--- src/rtl/lsu_pkg.sv ---
// Shared definitions for the load/store unit: FSM encoding, RISC-V funct3
// access types, response error codes and the captured request record.
package lsu_pkg;

  localparam logic [1:0] ST_IDLE    = 2'd0;
  localparam logic [1:0] ST_ACCESS  = 2'd1;
  localparam logic [1:0] ST_CAPTURE = 2'd2;
  localparam logic [1:0] ST_RESP    = 2'd3;

  localparam logic [2:0] LB  = 3'b000;
  localparam logic [2:0] LH  = 3'b001;
  localparam logic [2:0] LW  = 3'b010;
  localparam logic [2:0] LBU = 3'b100;
  localparam logic [2:0] LHU = 3'b101;

  localparam logic [1:0] ERR_OK       = 2'b00;
  localparam logic [1:0] ERR_MISALIGN = 2'b01;
  localparam logic [1:0] ERR_TIMEOUT  = 2'b10;
  localparam logic [1:0] ERR_ILLEGAL  = 2'b11;

  typedef struct packed {
    logic        write;
    logic [2:0]  funct3;
    logic [31:0] addr;
    logic [31:0] wdata;
  } lsu_req_t;

endpackage

--- src/rtl/lsu_chk.sv ---
// Combinational request classifier: flags illegal access types and
// misaligned addresses and produces the matching response error code.
module lsu_chk
  import lsu_pkg::*;
(
  input  logic [2:0] funct3,
  input  logic [1:0] addr_lo,
  input  logic       write,
  output logic       reject,
  output logic [1:0] err
);

  logic illegal;
  logic misaligned;

  always_comb begin
    // Stores have no signed/unsigned variants, so funct3[2] is illegal there.
    illegal    = (funct3 == 3'b011) || (funct3[2:1] == 2'b11) || (write && funct3[2]);
    misaligned = 1'b0;
    if (!illegal) begin
      case (funct3)
        LH, LHU: misaligned = addr_lo[0];
        LW:      misaligned = (addr_lo != 2'b00);
        default: misaligned = 1'b0;
      endcase
    end
    reject = illegal || misaligned;
    if (illegal)         err = ERR_ILLEGAL;
    else if (misaligned) err = ERR_MISALIGN;
    else                 err = ERR_OK;
  end

endmodule

--- src/rtl/lsu.sv ---
// Load/store unit: accepts one request at a time, drives the memory strobes
// until MemReady or timeout, and returns a single-cycle response.
module lsu
  import lsu_pkg::*;
#(
  parameter int TIMEOUT = 16
) (
  input  logic        clk,
  input  logic        rstn,
  input  logic        req_valid,
  input  logic        req_write,
  input  logic [2:0]  req_funct3,
  input  logic [31:0] req_addr,
  input  logic [31:0] req_wdata,
  output logic        req_ready,
  output logic        resp_valid,
  output logic [31:0] resp_rdata,
  output logic [1:0]  resp_err,
  output logic        stall,
  output logic        MemRead,
  output logic        MemWrite,
  output logic [2:0]  DMType,
  output logic [31:0] Address,
  output logic [31:0] Write_data,
  input  logic [31:0] Read_data,
  input  logic        MemReady
);

  localparam int              CNT_W     = (TIMEOUT > 2) ? $clog2(TIMEOUT) : 1;
  localparam logic [CNT_W-1:0] TCNT_LAST = CNT_W'(TIMEOUT - 1);

  logic [1:0]       state;
  logic [1:0]       state_nxt;
  lsu_req_t         req_q;
  logic [CNT_W-1:0] tcnt;
  logic [31:0]      rdata_q;
  logic [1:0]       err_q;

  logic             accept;
  logic             in_access;
  logic             mem_done;
  logic             timed_out;
  logic             chk_reject;
  logic [1:0]       chk_err;

  lsu_chk u_chk (
    .funct3  (req_funct3),
    .addr_lo (req_addr[1:0]),
    .write   (req_write),
    .reject  (chk_reject),
    .err     (chk_err)
  );

  assign accept    = req_valid && (state == ST_IDLE);
  assign in_access = (state == ST_ACCESS);
  assign mem_done  = in_access && MemReady;
  // MemReady wins over the timeout in the last permitted ACCESS cycle.
  assign timed_out = in_access && !MemReady && (tcnt == TCNT_LAST);

  always_comb begin
    state_nxt = state;
    case (state)
      ST_IDLE: begin
        if (accept) state_nxt = chk_reject ? ST_RESP : ST_ACCESS;
      end
      ST_ACCESS: begin
        if (mem_done)       state_nxt = req_q.write ? ST_RESP : ST_CAPTURE;
        else if (timed_out) state_nxt = ST_RESP;
      end
      ST_CAPTURE: state_nxt = ST_RESP;
      ST_RESP:    state_nxt = ST_IDLE;
      default:    state_nxt = ST_IDLE;
    endcase
  end

  always_ff @(posedge clk or negedge rstn) begin
    if (!rstn) state <= ST_IDLE;
    else       state <= state_nxt;
  end

  // Request registers: loaded only on acceptance, so they stay stable
  // for the whole transaction.
  always_ff @(posedge clk or negedge rstn) begin
    if (!rstn) begin
      req_q <= '0;
    end else if (accept) begin
      req_q.write  <= req_write;
      req_q.funct3 <= req_funct3;
      req_q.addr   <= req_addr;
      req_q.wdata  <= req_wdata;
    end
  end

  always_ff @(posedge clk or negedge rstn) begin
    if (!rstn) begin
      tcnt <= '0;
    end else if (accept) begin
      tcnt <= '0;
    end else if (in_access && !MemReady && !timed_out) begin
      tcnt <= tcnt + CNT_W'(1);
    end
  end

  // Response payload: cleared on acceptance so stores and errors return 0.
  always_ff @(posedge clk or negedge rstn) begin
    if (!rstn) begin
      rdata_q <= '0;
      err_q   <= ERR_OK;
    end else if (accept) begin
      rdata_q <= '0;
      err_q   <= chk_err;
    end else if (timed_out) begin
      err_q   <= ERR_TIMEOUT;
    end else if (state == ST_CAPTURE) begin
      rdata_q <= Read_data;
    end
  end

  assign req_ready  = (state == ST_IDLE);
  assign stall      = (state != ST_IDLE);
  assign resp_valid = (state == ST_RESP);
  assign resp_rdata = rdata_q;
  assign resp_err   = err_q;
  assign MemRead    = in_access && !req_q.write;
  assign MemWrite   = in_access && req_q.write;
  assign DMType     = req_q.funct3;
  assign Address    = req_q.addr;
  assign Write_data = req_q.wdata;

endmodule
--- config.mk ---
export PLATFORM = sky130hd
export DESIGN_NAME = lsu
export DESIGN_NICKNAME = d
export VERILOG_FILES = /design/src/rtl/lsu_pkg.sv /design/src/rtl/lsu_chk.sv /design/src/rtl/lsu.sv
export SDC_FILE = /design/constraint.sdc
export NUM_CORES = 1
export LEC_CHECK = 0
export BUFFER_PORTS_ARGS = -buffer_cell sky130_fd_sc_hd__buf_2
export CAP_MARGIN = 30
export CORE_ASPECT_RATIO = 1.25
export CORE_MARGIN = 2
export CORE_UTILIZATION = 40
export CTS_CLUSTER_DIAMETER = 30
export DETAILED_ROUTE_END_ITERATION = 7
export PLACE_DENSITY = 0.68
export SLEW_MARGIN = 20
export SYNTH_ARGS = -nofsm -noshare
export SYNTH_HDL_FRONTEND = slang
export SYNTH_SLANG_ARGS = --single-unit
--- constraint.sdc ---
create_clock -name clk -period 3.5 [get_ports clk]
set_input_delay 0.175 -clock clk [delete_from_list [all_inputs] [get_ports clk]]
set_output_delay 0.175 -clock clk [all_outputs]
set_load 0.02 [all_outputs]
# Word-level counts from Yosys, hierarchy flattened
# Cells that the tools add are included.
dict set report op_classes {
  addsub 1
  eq_ne 12
  reduce_logical 23
  muxes 17
}
# cell n
set op_table {}
lappend op_table {{2-to-1 mux 32 bit} 3}
lappend op_table {{2-to-1 mux 2 bit} 7}
lappend op_table {{nonzero test 2 bit} 5}
lappend op_table {{logical AND 1 bit} 8}
lappend op_table {{2-to-1 mux 4 bit} 2}
lappend op_table {{one-hot mux 2 bit (4 select lines)} 1}
lappend op_table {{== test 2 bit (second input constant)} 3}
lappend op_table {{== test 3 x 2 -> 1 bit (second input constant)} 2}
lappend op_table {{adder 4 x 1 -> 4 bit (second input constant)} 1}
lappend op_table {{== test 4 bit (second input constant)} 1}
lappend op_table {{AND reduction 2 bit} 2}
lappend op_table {{== test 3 x 1 -> 1 bit (second input constant)} 1}
lappend op_table {{== test 3 bit (second input constant)} 1}
lappend op_table {{zero test 1 bit} 3}
lappend op_table {{logical OR 1 bit} 3}
lappend op_table {{2-to-1 mux 1 bit} 3}
lappend op_table {{!= test 3 x 1 -> 1 bit (second input constant)} 1}
lappend op_table {{== test 2 x 1 -> 1 bit (second input constant)} 1}
lappend op_table {{zero test 2 bit} 1}
lappend op_table {{!= test 2 x 1 -> 1 bit (second input constant)} 1}
lappend op_table {{!= test 2 bit (second input constant)} 1}
lappend op_table {{one-hot mux 1 bit (2 select lines)} 1}
lappend op_table {{OR reduction 2 bit} 1}
dict set report totals {
  ff_bits 108
  output_inout_bits 106
}

# Longest topological paths before layout
dict set report depth {
  ltp_word 8
  mapped_depth 8
  depth_no_buf 5
}

# By module
# From an unflattened synthesis, not the netlist that was laid out.
dict set report hier_totals {
  cells_unflattened 599
  hier_area_um2 5312.6
}
# module seq_area_each_um2 area_each_um2 n_inst cells_each
set modules_own_cells {}
lappend modules_own_cells {lsu 2702.6 5263.8 1 591}
lappend modules_own_cells {lsu_chk 0.0 48.8 1 8}

# Worst setup path before layout
# OpenSTA, ideal clock, no wires.
dict set report synth_path {
  kind {reg2reg}
  startpoint {register state[0]}
  endpoint {register rdata_q[10], in the netlist resp_rdata[10]}
  path_slack_ps 1788
  t_required_ps 3364
  setup_time_ps 136
  synth_period_minus_slack_ps 1712
  arrival_time_ps 1576
  path_stages_with_launch 8
  path_cell_list {dfrtp_1 > inv_1 > ha_1 > and2_1 > buf_2 > buf_4 > clkbuf_1 > a21oi_1}
}
dict set report synth_between {
  elab_cells_between_ends 10
  cone_classes {3 x eq/ne; 1 x mux; 6 x reduce/logical}
}
# element line
set synth_lines {}
lappend synth_lines {{start: declaration} lsu.sv:32} ;# logic [1:0] state;
lappend synth_lines {{start signal: assignment} lsu.sv:78} ;# else state <= state_nxt;
lappend synth_lines {{zero test 2 bit *} n/a}
lappend synth_lines {{named net req_ready} lsu.sv:15} ;# output logic req_ready,
lappend synth_lines {{logical AND 1 bit *} lsu.sv:54} ;# assign accept = req_valid && (state == ST_IDLE);
lappend synth_lines {{!= test 2 bit (no source line) or nonzero test 2 bit (tied branches)} n/a}
lappend synth_lines {{AND reduction 2 bit (no source line)} n/a}
lappend synth_lines {{end signal: assignment} lsu.sv:115} ;# rdata_q <= Read_data;
lappend synth_lines {{end: declaration} lsu.sv:36} ;# logic [31:0] rdata_q;
# Mark *: on every way through the listed nets, which the timed path passes. The rest lies on a longest branch.
# A chain may end at the register's enable or synchronous reset.

# Worst setup path after layout
dict set report layout_path {
  startpoint {register state[0]}
  endpoint {register err_q[1], in the netlist resp_err[1]}
}
dict set report layout_between {
  elab_chain_len 4
  elab_cells_between_ends 7
  cone_classes {1 x eq/ne; 1 x mux; 5 x reduce/logical}
}
# element line
set layout_rtl {}
lappend layout_rtl {{== test 2 x 1 -> 1 bit} lsu.sv:55} ;# assign in_access = (state == ST_ACCESS);
lappend layout_rtl {{logical AND 1 bit (2 in series)} lsu.sv:58} ;# assign timed_out = in_access && !MemReady && (tcnt == TCNT_LAST);
lappend layout_rtl {{nonzero test 2 bit (no source line)} n/a}
lappend layout_rtl {{end signal: assignment} lsu.sv:111} ;# err_q <= chk_err;
lappend layout_rtl {{end: declaration} lsu.sv:37} ;# logic [1:0] err_q;
# Several ways; a longest one is shown, not always the timed one.

==> impl_results.html <==
<table>
<tr><th>Metric</th><th>Value</th></tr>
<tr><th colspan="2">GRT</th></tr>
<tr><td>Aggregate global-route resource usage</td><td>between 15 and 20%</td></tr>
<tr><td>Remaining global-route overflow</td><td>0</td></tr>
<tr><td>First-pass GRT wire length</td><td>20.4 mm</td></tr>
<tr><td>Via count of the first global-routing pass</td><td>4229</td></tr>
<tr><td>Maximum number of pins on one net before global-route repair</td><td>between 60 and 70</td></tr>
<tr><td>Number of antenna violations at the first check in global routing</td><td>0</td></tr>
<tr><th colspan="2">Logic synthesis</th></tr>
<tr><td>Number of instances in the synthesized netlist</td><td>slightly below 600</td></tr>
<tr><td>Share of async-settable or async-resettable flops after synthesis</td><td>100%</td></tr>
<tr><td>Post-Synth Simple-Gate Area</td><td>between 15 and 20%</td></tr>
<tr><td>Area fraction of the dominant cell type after synthesis</td><td>between 50% and 60%</td></tr>
<tr><td>Most area-hungry cell type in the Yosys netlist</td><td>dfrtp_1</td></tr>
<tr><td>Most common cell in the synthesized netlist</td><td>nand2_1</td></tr>
<tr><td>Post-synthesis share of cell area spent on full adders, half adders and majority gates</td><td>between 1 and 1.5%</td></tr>
<tr><td>Dominant combinational cell family by area after synthesis</td><td>simple AND/OR/NAND/NOR gates</td></tr>
<tr><td>Commonest cells in the synthesized netlist</td><td>nand2_1, dfrtp_1, buf_4</td></tr>
<tr><td>Compound-cell area share of the yosys netlist</td><td>around 14%</td></tr>
<tr><td>Sequential element share of the synthesized area</td><td>between 50% and 60%</td></tr>
<tr><td>Distinct cell type count after synthesis</td><td>27</td></tr>
<tr><td>Count of yosys warnings during synthesis</td><td>0</td></tr>
<tr><td>Synthesized area per cell</td><td>about 9 um2</td></tr>
<tr><td>Synth top area cells</td><td>dfrtp_1, nand2_1, buf_4, o211ai_1, nor2b_1</td></tr>
<tr><td>Flip-flop and latch count after synthesis</td><td>roughly 110</td></tr>
<tr><td>Area share of xor/xnor cells in the synthesized design</td><td>0%</td></tr>
<tr><td>Mux share of post-synthesis cell area</td><td>less than 1%</td></tr>
<tr><td>Syn Std Cell Area</td><td>about 5300 um2</td></tr>
<tr><td>Post-synthesis net count</td><td>just over 700</td></tr>
<tr><td>Most common flop cell mapped by yosys</td><td>dfrtp_1</td></tr>
<tr><td>Post-synth EDFFs</td><td>0</td></tr>
<tr><th colspan="2">Floorplanning</th></tr>
<tr><td>Placeable core region</td><td>13100 um2</td></tr>
<tr><td>IO Pins</td><td>between 200 and 250</td></tr>
<tr><td>Die Y-Extent</td><td>133 um</td></tr>
<tr><td>Area enclosed by the die boundary</td><td>between 10000 and 15000 um2</td></tr>
<tr><td>Number of standard-cell rows in the floorplan</td><td>47</td></tr>
<tr><td>Chip width</td><td>roughly 110 um</td></tr>
<tr><td>Effective utilization at floorplan</td><td>40.4%</td></tr>
<tr><th colspan="2">Cells and area</th></tr>
<tr><td>Filler-free cell count of the finished design</td><td>893</td></tr>
<tr><td>Design area</td><td>6290 um2</td></tr>
<tr><td>Core utilization of the finished layout</td><td>a little under half</td></tr>
<tr><td>Synthesis-to-finish area growth</td><td>18.6%</td></tr>
<tr><td>Fraction of final layout cells sized beyond drive strength 1</td><td>33.4%</td></tr>
<tr><td>Final antenna diode count</td><td>0</td></tr>
<tr><td>NumNets Final</td><td>around 830</td></tr>
<tr><td>Filler Cell Count</td><td>1257</td></tr>
<tr><th colspan="2">Timing</th></tr>
<tr><td>Total Neg Setup Slack</td><td>0 ps</td></tr>
<tr><td>Time the final worst path needs with I/O delays and setup</td><td>approximately 2100 ps</td></tr>
<tr><td>Slew of the pin with the lowest slew margin</td><td>roughly 820 ps</td></tr>
<tr><td>Final hold viol count</td><td>0</td></tr>
<tr><td>Worst rel slew slack</td><td>approximately 45%</td></tr>
<tr><td>Setup Skew</td><td>4.06 ps</td></tr>
<tr><td>Max-slew violations</td><td>0</td></tr>
<tr><td>RSZ-0062 raised after global routing</td><td>no</td></tr>
<tr><td>Final setup viols</td><td>0</td></tr>
<tr><td>Final period util</td><td>approximately three fifths</td></tr>
<tr><td>Maximum clock frequency</td><td>roughly 480 MHz</td></tr>
<tr><th colspan="2">Placed design</th></tr>
<tr><td>Post-Place Cells</td><td>roughly 880</td></tr>
<tr><td>Sum of net half-perimeters after detailed placement</td><td>8.96 mm</td></tr>
<tr><td>Quantity of I/O buffers inserted on ports</td><td>209</td></tr>
<tr><td>Routability congestion estimate from global placement</td><td>approximately 0.74</td></tr>
<tr><td>Post-detailed-placement cell area</td><td>approximately 6000 um2</td></tr>
<tr><th colspan="2">Critical path</th></tr>
<tr><td>Library cell contributing the largest single delay on the critical path</td><td>and2_4</td></tr>
<tr><td>Crit-path max FO</td><td>62</td></tr>
<tr><td>Worst setup path start</td><td>state[0]</td></tr>
<tr><td>Category of the worst setup path launch point</td><td>flop</td></tr>
<tr><td>WS Path Type</td><td>flop to flop</td></tr>
<tr><td>Reg-to-Reg End</td><td>resp_err[1]</td></tr>
<tr><td>Cell-by-cell listing of the critical path</td><td>inv_1 -&gt; ha_1 -&gt; and2_4 -&gt; buf_12 -&gt; a211oi_1 -&gt; a31oi_1</td></tr>
<tr><td>Critical Path Max Stage Delay</td><td>~610 ps</td></tr>
<tr><td>Worst reg2reg setup slack</td><td>1400 ps</td></tr>
<tr><td>Reg2reg start</td><td>state[0]</td></tr>
<tr><td>Cell family with most CP delay</td><td>simple AND/OR/NAND/NOR gates</td></tr>
<tr><td>Signal arrival time at the worst endpoint</td><td>roughly 2400 ps</td></tr>
<tr><td>Endpoint kind of the worst setup timing path</td><td>flop</td></tr>
<tr><td>Count of cells along the worst register-to-register path</td><td>6</td></tr>
<tr><td>Required @ worst endpoint</td><td>between 3000 and 4000 ps</td></tr>
<tr><td>Count of buffering cells on the critical path with inverters included</td><td>2</td></tr>
<tr><th colspan="2">Route</th></tr>
<tr><td>Number of nets still failing antenna checks after routing</td><td>0</td></tr>
<tr><td>First-pass detailed-route iteration total</td><td>4</td></tr>
<tr><td>Final routed wirelength across all metal layers</td><td>around 13 mm</td></tr>
<tr><td>Via density</td><td>around 4.9</td></tr>
<tr><td>Routed WL per cell</td><td>about 14 um</td></tr>
<tr><td>Vias post-DR</td><td>4362</td></tr>
<tr><td>DRC marker count from the first detailed-route iteration</td><td>about 230</td></tr>
<tr><td>DRC violation count after routing</td><td>0</td></tr>
<tr><th colspan="2">Flow run</th></tr>
<tr><td>Max Cap Violations</td><td>0</td></tr>
<tr><th colspan="2">Worst hold path</th></tr>
<tr><td>Kind of path behind the tightest hold check</td><td>input pin to flop</td></tr>
<tr><td>Beginning of the worst hold path</td><td>req_wdata[10]</td></tr>
<tr><td>Number of cells on the worst hold path</td><td>3</td></tr>
<tr><td>End point of the most critical hold path</td><td>Write_data[10]</td></tr>
<tr><th colspan="2">Pwr</th></tr>
<tr><td>Leakage power summed over all cells</td><td>3.35 nW</td></tr>
<tr><td>Total power of the final layout</td><td>a little under 0.006 W</td></tr>
<tr><td>Highest ir drop seen on vdd</td><td>approximately 0.0004 V</td></tr>
<tr><td>Power per unit of standard cell area</td><td>923 nW/um2</td></tr>
<tr><th colspan="2">Status</th></tr>
<tr><td>Result of the run</td><td>finished, final reports clean</td></tr>
<tr><th colspan="2">CTS</th></tr>
<tr><td>TritonCTS Buffers</td><td>9</td></tr>
<tr><td>Sink Count</td><td>roughly 110</td></tr>
<tr><td>TritonCTS clock tree</td><td>yes</td></tr>
<tr><td>CTS Root Cell</td><td>clkbuf_16</td></tr>
<tr><td>CTS max path bufs</td><td>2</td></tr>
<tr><td>Number of levels in the clock H-tree</td><td>3</td></tr>
<tr><td>CTS clock-pin slew for the worst setup and hold paths</td><td>70 ps</td></tr>
<tr><td>Clk_lat worst skew</td><td>around 340 ps</td></tr>
</table>
==> cell families after synthesis <==
logic type               Yosys count
AO/OA/AOI/OAI                    115
buffers and inverters            113
multiplexers                       1
flip-flops                       108
adder cells (fa/ha/maj)            6
AND/OR/NAND/NOR                  251
==> tightest hold or removal path, cell delays in order <==
cell,delay (ps)
buf_2,70
nand2_1,40
nand2_1,40
==> sequential cells by signal (all words and copies together) (netlist names) <==
signal / cells
Write_data: 32
state: 2
DMType: 3
resp_rdata: 32
req_q: 1
Address: 32
tcnt: 4
resp_err: 2
==> placed cells by master, fill, tap and decap left out, types with 2 or more instances in the layout <==
cell,instances
a21oi_1,35
a31oi_1,33
buf_16,2
buf_2,208
buf_4,7
clkbuf_16,9
clkinv_2,2
clkinvlp_4,2
dfrtp_1,108
ha_1,5
inv_1,5
inv_6,2
nand2_1,205
nand2b_1,3
nand3_1,3
nor2b_1,33
o211ai_1,33
o21ai_0,3
o22ai_1,2
o311ai_0,2
o31ai_1,2
o41ai_1,2
==> area by class of cell <==
class,instances,area [um2],share of cell area [%]
Sequential cell,108,2700,43.0
Timing Repair Buffer,220,1190,19.0
Tap cell,171,214,3.40
Clock inverter,7,51.3,0.816
Inverter,5,18.8,0.298
Clock buffer,9,225,3.58
Multi-Input combinational cell,373,1880,30.0
==> layer usage <==
metal  routed length, um  global-route usage, %  vias up  share of wire [%]
met5                   0                      0        -                  0
li1                    -                      -     2143                  -
met1                5490                   22.8     2041                 43
met2                6030                   29.2      168                 48
met3                 976                   5.47       10                7.7
met4                 141                   4.69        0                1.1
==> timing repair <==
item                      4_1_cts  5_1_grt
hold endpoints to repair       41        0
buffers inserted                0        0
hold buffers                    1        0
resized for setup               0        0
==> where the power goes <==
group	total (W)	leakage, nW	internal (W)	switching (W)
Sequential	0.00211	1.36	0.00180	0.000312
Combinational	0.00274	1.86	0.000971	0.00177
Clock	0.000948	0.132	0.000487	0.000461
==> per-stage QoR <==
| stage | hold slack [ps] | setup WS, ps |
|---|---|---|
| 3_5_place_dp | 205 | 1240 |
| 4_1_cts | 2.35 | 1220 |
| 3_3_place_gp | 363 | 1390 |
| 2_1_floorplan | -121 | 1790 |
| 5_1_grt | 4.68 | 1170 |
| 6_report | 16.1 | 1400 |
==> worst max path at each step <==
stage | slack (ps) | endpoint | cells after the start
after global placement | 1390 | state[1] | 5
after global routing | 1170 | Write_data[19] | 6
after floorplan | 1790 | resp_rdata[10] | 7
after CTS | 1220 | state[1] | 5
after detailed placement | 1240 | state[1] | 5
final | 1400 | resp_err[1] | 6
Note: power is estimated with default switching activity, not from simulation.
